===== config.mk =====
export PLATFORM = sky130hd
export DESIGN_NAME = pwm_read_scheduler
export DESIGN_NICKNAME = d
export VERILOG_FILES = /design/src/rtl/pwm_read_scheduler.sv
export SDC_FILE = /design/constraint.sdc
export NUM_CORES = 1
export LEC_CHECK = 0
export CORE_ASPECT_RATIO = 0.8
export CORE_MARGIN = 5
export CORE_UTILIZATION = 50
export CTS_CLUSTER_SIZE = 12
export DETAILED_ROUTE_END_ITERATION = 7
export HOLD_SLACK_MARGIN = 0.05
export PLACE_DENSITY = 0.83
export SETUP_SLACK_MARGIN = 0.15
export SYNTH_ARGS = -nofsm -noshare
export SYNTH_HDL_FRONTEND = slang
export SYNTH_SLANG_ARGS = --single-unit

===== constraint.sdc =====
create_clock -name MCLK -period 3.05 [get_ports MCLK]
set_input_delay 0.305 -clock MCLK [delete_from_list [all_inputs] [get_ports MCLK]]
set_output_delay 0.305 -clock MCLK [all_outputs]
set_load 0.005 [all_outputs]

===== src/rtl/pwm_read_scheduler.sv =====
// Purpose : frame-paced read controller for the PWM sample FIFO; primes, reads once per frame, mutes on starvation.
// Latency : read strobe in slot RD_SLOT, data captured at end of RD_SLOT+1, presented on the edge ending slot PERIOD-1.
// Backpres: none; an empty FIFO at the sample slot turns that frame's read into a counted miss.
//
// Ports:
//   MCLK, MRSTN            clock, synchronous active-low reset
//   enable                 run request; low forces IDLE on the next edge
//   fifo_count/fifo_empty  FIFO read-side fill level and empty flag
//   fifo_rd_en             registered read strobe, one cycle per frame at most
//   fifo_dout/fifo_valid   read data, valid one cycle after fifo_rd_en
//   pwm_data/pwm_load/mute sample to the modulator, frame-start strobe, mute flag
//   slot_cnt/state         free-running slot index, FSM state (IDLE=0, PREFILL=1, RUN=2)
//   underrun_cnt           saturating total of missed reads
module pwm_read_scheduler #(
   parameter int              PERIOD      = 12,
   parameter int              RD_SLOT     = 9,
   parameter int              DW          = 4,
   parameter int              CW          = 11,
   parameter int              PREFILL     = 1024,
   parameter int              UNDER_LIMIT = 4,
   parameter logic [DW-1:0]   MUTE_CODE   = 4'd8
) (
   input  logic                      MCLK,
   input  logic                      MRSTN,
   input  logic                      enable,
   input  logic [CW-1:0]             fifo_count,
   input  logic                      fifo_empty,
   output logic                      fifo_rd_en,
   input  logic [DW-1:0]             fifo_dout,
   input  logic                      fifo_valid,
   output logic [DW-1:0]             pwm_data,
   output logic                      pwm_load,
   output logic [$clog2(PERIOD)-1:0] slot_cnt,
   output logic                      mute,
   output logic [1:0]                state,
   output logic [15:0]               underrun_cnt
);

   localparam int SW = $clog2(PERIOD);
   localparam int MW = $clog2(UNDER_LIMIT + 1);

   localparam logic [SW-1:0] LAST_SLOT   = SW'(PERIOD - 1);
   localparam logic [SW-1:0] SAMPLE_SLOT = SW'(RD_SLOT - 1);
   localparam logic [CW-1:0] FILL_LEVEL  = CW'(PREFILL);
   localparam logic [MW-1:0] MISS_LAST   = MW'(UNDER_LIMIT - 1);

   typedef enum logic [1:0] {
      ST_IDLE    = 2'd0,
      ST_PREFILL = 2'd1,
      ST_RUN     = 2'd2
   } state_t;

   state_t          cur_st;
   state_t          nxt_st;
   logic [MW-1:0]   miss_cnt;
   logic [MW-1:0]   miss_nxt;
   logic            frame_end;
   logic            sample_slot;
   logic            rd_issue;
   logic            rd_miss;
   logic            rd_pend;
   logic            capture;
   logic            rd_ok;
   logic [DW-1:0]   hold;

   assign frame_end   = (slot_cnt == LAST_SLOT);
   assign sample_slot = (slot_cnt == SAMPLE_SLOT);

   // The empty flag is judged one slot ahead so the strobe itself can be registered.
   // Gating with enable keeps a disable in the sample slot from launching a read.
   assign rd_issue = (cur_st == ST_RUN) && enable && sample_slot && !fifo_empty;
   assign rd_miss  = (cur_st == ST_RUN) && enable && sample_slot &&  fifo_empty;

   // Only data answering our own strobe is accepted; stray valids are dropped.
   assign capture = rd_pend && fifo_valid;

   assign state = cur_st;

   always_comb begin
      nxt_st   = cur_st;
      miss_nxt = miss_cnt;
      unique case (cur_st)
         ST_IDLE: begin
            if (enable) nxt_st = ST_PREFILL;
         end
         ST_PREFILL: begin
            if (frame_end && (fifo_count >= FILL_LEVEL)) nxt_st = ST_RUN;
         end
         ST_RUN: begin
            if (rd_issue) begin
               miss_nxt = '0;
            end else if (rd_miss) begin
               if (miss_cnt >= MISS_LAST) begin
                  nxt_st   = ST_PREFILL;
                  miss_nxt = '0;
               end else begin
                  miss_nxt = miss_cnt + MW'(1);
               end
            end
         end
         default: nxt_st = ST_IDLE;
      endcase
      if (!enable) nxt_st = ST_IDLE;
      // Consecutive-miss tracking restarts on every entry into RUN.
      if (nxt_st != ST_RUN) miss_nxt = '0;
   end

   always_ff @(posedge MCLK) begin
      if (!MRSTN) begin
         cur_st       <= ST_IDLE;
         slot_cnt     <= '0;
         miss_cnt     <= '0;
         underrun_cnt <= '0;
         fifo_rd_en   <= 1'b0;
         rd_pend      <= 1'b0;
         hold         <= MUTE_CODE;
         rd_ok        <= 1'b0;
         pwm_data     <= MUTE_CODE;
         mute         <= 1'b1;
         pwm_load     <= 1'b0;
      end else begin
         cur_st   <= nxt_st;
         miss_cnt <= miss_nxt;
         slot_cnt <= frame_end ? '0 : slot_cnt + SW'(1);

         fifo_rd_en <= rd_issue;
         rd_pend    <= fifo_rd_en;

         // A read already in flight still lands even if RUN was just left.
         if (capture) hold <= fifo_dout;

         // rd_ok marks that hold carries data fetched during the current RUN stint.
         if (nxt_st != ST_RUN) begin
            rd_ok <= 1'b0;
         end else if (capture && (cur_st == ST_RUN)) begin
            rd_ok <= 1'b1;
         end

         if (rd_miss && (underrun_cnt != 16'hFFFF)) underrun_cnt <= underrun_cnt + 16'd1;

         pwm_load <= frame_end;
         if (frame_end) begin
            if ((cur_st == ST_RUN) && rd_ok) begin
               pwm_data <= hold;
               mute     <= 1'b0;
            end else begin
               pwm_data <= MUTE_CODE;
               mute     <= 1'b1;
            end
         end
      end
   end

endmodule


# Yosys cells after proc, flatten, opt, wreduce, memory -nomap -nowiden
# Index checks and enable logic that the tools add are counted.
# classes
add_sub_neg,3
n_lt_le_gt_ge,2
n_eq_ne,6
muxes,11
bitwise_logic,1
reduce_logical,15
# op_table
op,n
$add 16x1->16 const B,1
$ne 16x16->1 const B,1
$ge 11x11->1 const B,1
$mux 2,5
$logic_and 1x1->1,9
$mux 3,3
$eq 4x4->1 const B,2
$pmux 2 s3,1
$add 4x1->4 const B,1
$mux 4,1
$reduce_or 2->1,2
$add 3x1->3 const B,1
$ge 3x2->1 const B,1
$eq 2x1->1 const B,1
$eq 2x2->1 const B,1
$logic_not 2->1,1
$ne 2x2->1 const B,1
$reduce_and 2->1,1
$reduce_bool 2->1,1
$logic_not 1->1,1
$mux 1,1
$not 1->1,1
# word_totals
regBits,38
input_bits,20
out_inout_bits,29

# Logic depth before layout (Yosys ltp)
# Gate-level depths: netlist of run 1.
# logic_depth
ltp_word,10
ltp_mapped,7
ltp_nobuf,6

# Worst setup path before layout of run 1
# Ideal clock, no wire load.
# synth_timing
kind,reg-to-reg
start,reg underrun_cnt[0]
end,reg underrun_cnt[2]
arrival_time_ns,1.547
required_time_ns,2.963
path_slack_ns,1.416
path_stages_with_launch,7
path_buffers,1
path_cell_list,dfxtp_1 > ha_1 > nand4_2 > nor4_4 > buf_6 > o211ai_1 > o31ai_1
# synth_via
elab_chain_len,2
elab_cells_between_ends,3
cone_classes,add/sub (1); eq/ne (1); reduce/logical (1)
# synth_lines
item,line,rtl
start: declaration,36,output logic [15:0] underrun_cnt
start signal: assignment,139,if (rd_miss && (underrun_cnt != 16'hFFFF)) underrun_cnt <= underrun_cnt + 16'd1;
"parallel branches: the longest is 2 deep, another holds $add 16x1->16",--,
# Parallel ways; which one is timed is not known.
# A chain may end at the register's enable or synchronous reset.

# Worst setup path after layout of run 1
# layout_timing
start,reg underrun_cnt[0]
end,reg underrun_cnt[8]
# The elaborated chain is that of the path after synthesis.

==> reports/metrics.csv, run 1 <==
metric,value,unit
Sw Share,0.199,
utilization after layout,0.672,
hold_buf cts,0,
syn_area_per_cell,8.98,um^2
Clk pwr share,0.483,
Initial Util,0.513,
CTS buffer count,5,
Max-slew headroom,0.485,
Setup Crit Path Kind,flip-flop to flip-flop,
"flops & latches, synth",38,
most common cell in the netlist,dfxtp_1,
IO Count,49,
DRC viols,0,
worst slew pin tran,0.767,ns
CP Launch Type,flip-flop,
grt total ovfl,0,
Post-Syn Instances,194,
VDD IR-drop max,0.429,mV
crit path max fanout,16,
"Distinct cells, synth",44,
Pwr per Cell Area,466,nW/um^2
WP data arrival,2.29,ns
Int Pwr,852,uW
Core Rows,19,
clock sinks,38,
"Data required, critical path",3.23,ns
outcome,completed,
"EDFF count, synth",0,
Clock Tree Buf Depth,2,
Clock transition at path regs,0.08,ns
final worst-path cycle share,0.693,
endpoints failing setup,0,
first-pass GRT wire length,7000,um
design area,2290,um^2
HP Start,hold[3]$_SDFFE_PN1P_,
RSZ-0062 raised after global routing,no,
"Area growth, synth to finish",31.2,%
Yosys top cell area share,0.436,
endpoints failing hold,0,
"Clk Latency, worst-skew pair",0.29,ns
Die Y,62.8,um
minimum clock period,2.11,ns
MaxCap Viol Count,0,
WP buf/inv,0,
Slew Limit Fails,0,
Hold WS,0.448,ns
DP Cell Count,269,
GRT Total Usage,0.175,
CTS Root Cell,clkbuf_8,
Reg-to-Reg Start,underrun_cnt[0]$_SDFFE_PN0P_,
ys async rst share,0,
cell area after synthesis,1740,um^2
# H-tree levels,2,
slowest cell on the critical path,nor4_4,
final wirelength,4160,um
Die Area,4770,um^2
path category of the worst min-delay check,flip-flop to flip-flop,
DR iter-0 viols,96,
sequential area share after synthesis,0.436,
first-pass iteration count of the detailed router,4,
Yosys warnings,0,
CTS tree,yes,
combinational share of power,0.042,
hpwl dp,2900,um
via count,1644,
dominant cells by area after synthesis,"dfxtp_1 44%, a21oi_1 4.6%, nand2_1 4.3%",
Vias/cell,5.94,
fmax,0.473,GHz
"area leader, netlist",dfxtp_1,
Top delay family on crit path,simple AND/OR/NAND/NOR gates,
dpl cell area,2150,um^2
Post CTS Setup Buffer Count,0,
share of layout cells above drive strength 1,0.0638,
Nets,259,
cts repair resizes,0,
Final ANT Viol Nets,0,
CP max stage delay,0.74,ns
crit-path cells,ha_1 -> nand4_2 -> nor4_4 -> nor3_1 -> mux2i_1,
TNS Setup,0,ns
initial antenna violation count,0,
worst setup path startpoint,underrun_cnt[0]$_SDFFE_PN0P_,
Wirelength per Cell,15.0,um
Worst setup EP type,flip-flop,
ANT cells,0,
Core Box Area,3400,um^2
Chip Width,76.0,um
RePlAce Congestion,0.824,
Layout Cells excl Fill,277,
syn nets,219,
Reg power frac,0.474,
IO buf count,38,
pin count of the biggest net entering global routing,17,
switching power,212,uW
Filler cells,289,
vias in the first global route,1498,
main flop type after synthesis,dfxtp_1,
reg2reg setup slack,0.94,ns
LEAKAGE,0.000810,uW
Synth top cells by count,"38 x dfxtp_1, 20 x nand2_1, 16 x a21oi_1",
Clock Skew,0.00927,ns
[through the flow]
stage	worst slack [ns]	total power, uW
5_1_grt	0.794	1100
2_1_floorplan	1.42	532
3_3_place_gp	0.755	560
6_report	0.938	1060
4_1_cts	0.952	1070
3_5_place_dp	0.725	561
[flip-flops by register name, indices dropped and copies added (netlist names)]
register      count
rd_ok             1
pwm_data          4
mute              1
pwm_load          1
underrun_cnt     16
slot_cnt          4
rd_pend           1
hold              4
state             2
fifo_rd_en        1
miss_cnt          3
[cell families (layout without fill, tap and decap cells)]
kind of cell / after synthesis / after routing / share of synthesized area
AND/OR/NAND/NOR: 89 / 89 / 0.298
AO/OA/AOI/OAI: 45 / 45 / 0.174
flip-flops: 38 / 38 / 0.436
buffers and inverters: 14 / 55 / 0.0395
adder cells (fa/ha/maj): 5 / 5 / 0.0359
XOR/XNOR: 2 / 2 / 0.0101
multiplexers: 1 / 1 / 0.00574
[worst paths after layout]
path	end	depth (start not counted)
max	underrun_cnt[8]$_SDFFE_PN0P_	5
min	pwm_data[3]$_SDFFE_PN1N_	2
max reg2reg	underrun_cnt[8]$_SDFFE_PN0P_	5
min reg2reg	pwm_data[3]$_SDFFE_PN1N_	2
[power groups by stage]
stage,clock (uW),sequential (uW),combinational (uW)
2_1_floorplan,0,516,16.5
3_3_place_gp,0,516,44.2
3_5_place_dp,0,516,44.5
4_1_cts,519,505,44.9
5_1_grt,544,506,48.9
6_report,515,505,45.2
[cells in the final DEF (no fill, tap or decap), types with 5 or more instances in the layout]
cell	synthesis	layout
ha_1	5	5
or4_1	6	6
and3_1	6	6
a21oi_1	16	16
nor2_1	10	10
o31ai_1	8	8
nand3_1	11	11
inv_1	7	7
clkdlybuf4s50_1	0	38
clkbuf_8	0	5
nand4_1	8	8
or3_1	6	6
dfxtp_1	38	38
nand2_1	20	20
[layout make-up]
cell class | instances | area, um^2 | area share
multi-input combinational | 142 | 913 | 0.400
sequential | 38 | 761 | 0.333
timing repair buffer | 40 | 395 | 0.173
clock buffer | 5 | 68.8 | 0.0301
clock inverter | 3 | 68.8 | 0.0301
tap | 42 | 52.6 | 0.0230
inverter | 7 | 26.3 | 0.0115
[worst reg2reg max path: stages, from the launching register on]
cell	delay, ns
dfxtp_1	0.39
ha_1	0.34
nand4_2	0.19
nor4_4	0.74
nor3_1	0.19
mux2i_1	0.15
[layer usage]
metal / up-vias / routed length [um] / share of wire / GRT usage
met4: 0 / 33 / 0.0079 / 0.0556
li1: 806 / - / - / -
met2: 61 / 1910 / 0.46 / 0.259
met3: 4 / 303 / 0.073 / 0.0504
met1: 773 / 1910 / 0.46 / 0.244
met5: - / 0 / 0 / 0
(Power assumes the default switching activity.)
==> run 2, diff against run 1 <==
- CORE_UTILIZATION: 50 -> 47
- PLACE_DENSITY: 0.83 -> 0.79
- clock period: 3.05 -> 1.95 ns (I/O delays scaled with it)
==> run 2 against run 1 <==
Via count up 0.61%. Critical endpoint is now underrun_cnt[6]$_SDFFE_PN0P_. Final cell count grew 3.2%. Core utilization is 0.068 points higher. Register-to-register slack lost 0.71 ns. Maximum frequency increased by 23%.
==> reports/metrics.csv, run 2 (same netlist as run 1, synthesis figures left out) <==
metric,value,unit,change
fmax,0.581,GHz,+23%
max FFs per register,16,,unchanged
first-pass GRT wire length,7400,um,+5.6%
TNS Setup,0,ns,unchanged
"Area growth, synth to finish",35.0,%,
Sw Share,0.217,,+0.0176
CTS Root Cell,clkbuf_8,,
Chip Width,78.1,um,+2.7%
post-place setup slack,0.0175,ns,-0.707 ns
Slew Limit Fails,0,,unchanged
VDD IR-drop max,0.471,mV,+9.9%
final wirelength,4280,um,+2.9%
switching power,333,uW,+57%
Layout Cells excl Fill,286,,+3.2%
R2R depth,7,,+2
endpoints failing setup,0,,unchanged
Filler cells,288,,-0.35%
pin count of the biggest net entering global routing,17,,unchanged
DRC viols,0,,unchanged
initial antenna violation count,0,,unchanged
crit path max fanout,5,,-11
utilization after layout,0.673,,+0.000678
via count,1654,,+0.61%
most frequent cells in the layout,"38 x clkdlybuf4s50_1, 36 x dfxtp_1, 20 x nand2_1",,
outcome,completed,,
IO buf count,38,,unchanged
"Clk Latency, worst-skew pair",0.29,ns,about the same
Reg power frac,0.514,,+0.040
ANT cells,0,,unchanged
WP data arrival,1.94,ns,-0.35 ns
Core Rows,19,,unchanged
CP max stage delay,0.50,ns,-0.24 ns
Die Area,5030,um^2,+5.4%
Int Pwr,1200,uW,+41%
Pwr per Cell Area,653,nW/um^2,+40%
Clk pwr share,0.438,,-0.045
DP Cell Count,277,,+3.0%
path category of the worst min-delay check,flip-flop to flip-flop,,
slowest cell on the critical path,or4_1,,
Die Y,64.5,um,+2.6%
hpwl dp,3130,um,+7.9%
Worst setup EP type,flip-flop,,
hold_buf cts,0,,unchanged
MaxCap Viol Count,0,,unchanged
# H-tree levels,2,,unchanged
endpoints failing hold,0,,unchanged
Initial Util,0.499,,-0.0140
worst slew pin tran,0.327,ns,-0.440 ns
Top reg by flops,underrun_cnt,,
"Data required, critical path",2.17,ns,-1.06 ns
Nets,268,,+3.5%
RSZ-0062 raised after global routing,yes,,
clock sinks,38,,unchanged
combinational share of power,0.048,,+0.006
CTS buffer count,5,,unchanged
Max-slew headroom,0.781,,+0.297
Clock transition at path regs,0.08,ns,about the same
DR iter-0 viols,79,,-18%
Hold Path Cell Cnt,1,,-1
Clock Tree Buf Depth,2,,unchanged
first-pass iteration count of the detailed router,4,,unchanged
share of layout cells above drive strength 1,0.123,,+0.0591
minimum clock period,1.72,ns,-0.391 ns
Core Box Area,3490,um^2,+2.8%
CP Launch Type,flip-flop,,
"most common cell after layout, fill and taps aside",clkdlybuf4s50_1,,
RePlAce Congestion,0.880,,+6.8%
worst setup margin,0.229,ns,-0.709 ns
GRT Total Usage,0.179,,+0.00432
grt total ovfl,0,,unchanged
Clock Skew,0.00419,ns,-0.00508 ns
area occupied by multi-input gates,930,um^2,+1.8%
Reg area,763,um^2,+0.33%
CTS tree,yes,,
Final ANT Viol Nets,0,,unchanged
IO Count,49,,unchanged
crit-path cells,inv_1 -> ha_2 -> and3b_2 -> buf_4 -> nand2_2 -> or4_1 -> a21oi_1,,
vias in the first global route,1586,,+5.9%
Setup Crit Path Kind,flip-flop to flip-flop,,
LEAKAGE,0.000852,uW,+5.3%
Vias/cell,5.78,,-2.6%
final worst-path cycle share,0.883,,+0.190
Wirelength per Cell,14.9,um,-0.37%
[run 2: cell types whose count changed in the layout (fill, tap and decap cells not counted), moves of 2 or more]
cell	change
dfxtp_2	+2
dfxtp_1	-2
buf_4	+8
clkinvlp_4	+2
[run 2: area by class of cell]
class                   instances  area share
flip-flops and latches         38       0.324
well taps                      42      0.0223
clock buffers                   5      0.0293
inverters                       7      0.0112
clock inverters                 3      0.0191
repair buffers                 49       0.198
multi-input cells             142       0.395
[run 2: per-layer routing]
layer	track usage	up-vias	share of wire	wire length, um
met5	0	-	0	0
met4	0.0696	0	0.012	50
met3	0.0485	4	0.065	280
met2	0.284	50	0.46	1960
met1	0.233	780	0.46	1980
li1	-	820	-	-
[run 2: critical path: cells and delay by family (launching register included)]
| kind | cells | cell delay, ns |
|---|---|---|
| simple gates | 3 | 0.78 |
| flops | 1 | 0.35 |
| buf+inv | 2 | 0.18 |
| fa+ha+maj | 1 | 0.18 |
| compound gates | 1 | 0.16 |
[run 2: power groups by stage]
| stage | sequential [uW] | combinational, uW | clock [uW] |
|---|---|---|---|
| 3_3_place_gp | 807 | 70.7 | 0 |
| 3_5_place_dp | 808 | 72.3 | 0 |
| 2_1_floorplan | 807 | 25.8 | 0 |
| 6_report | 790 | 73.0 | 674 |
| 5_1_grt | 792 | 79.2 | 722 |
| 4_1_cts | 789 | 72.6 | 684 |
[run 2: metrics by stage]
stage	power, uW	hold slack, ns	instance area [um^2]
after floorplan	833	0.274	1740
after global placement	878	0.436	2210
after detailed placement	880	0.447	2210
after CTS	1550	0.458	2330
after global routing	1590	0.477	2350
final	1540	0.453	2350
[run 2: worst paths after layout]
kind / slack (ns) / to / start
max: 0.23 / underrun_cnt[6]$_SDFFE_PN0P_ / slot_cnt[0]$_SDFF_PP0_
min: 0.45 / slot_cnt[0]$_SDFF_PP0_ / slot_cnt[0]$_SDFF_PP0_
max reg2reg: 0.23 / underrun_cnt[6]$_SDFFE_PN0P_ / slot_cnt[0]$_SDFF_PP0_
min reg2reg: 0.45 / slot_cnt[0]$_SDFF_PP0_ / slot_cnt[0]$_SDFF_PP0_
[run 2: repair_timing]
action	in CTS	in global routing
resized for setup	2	6
endpoints found under the setup margin	4	8
pin swaps	0	1
buffers inserted	0	1
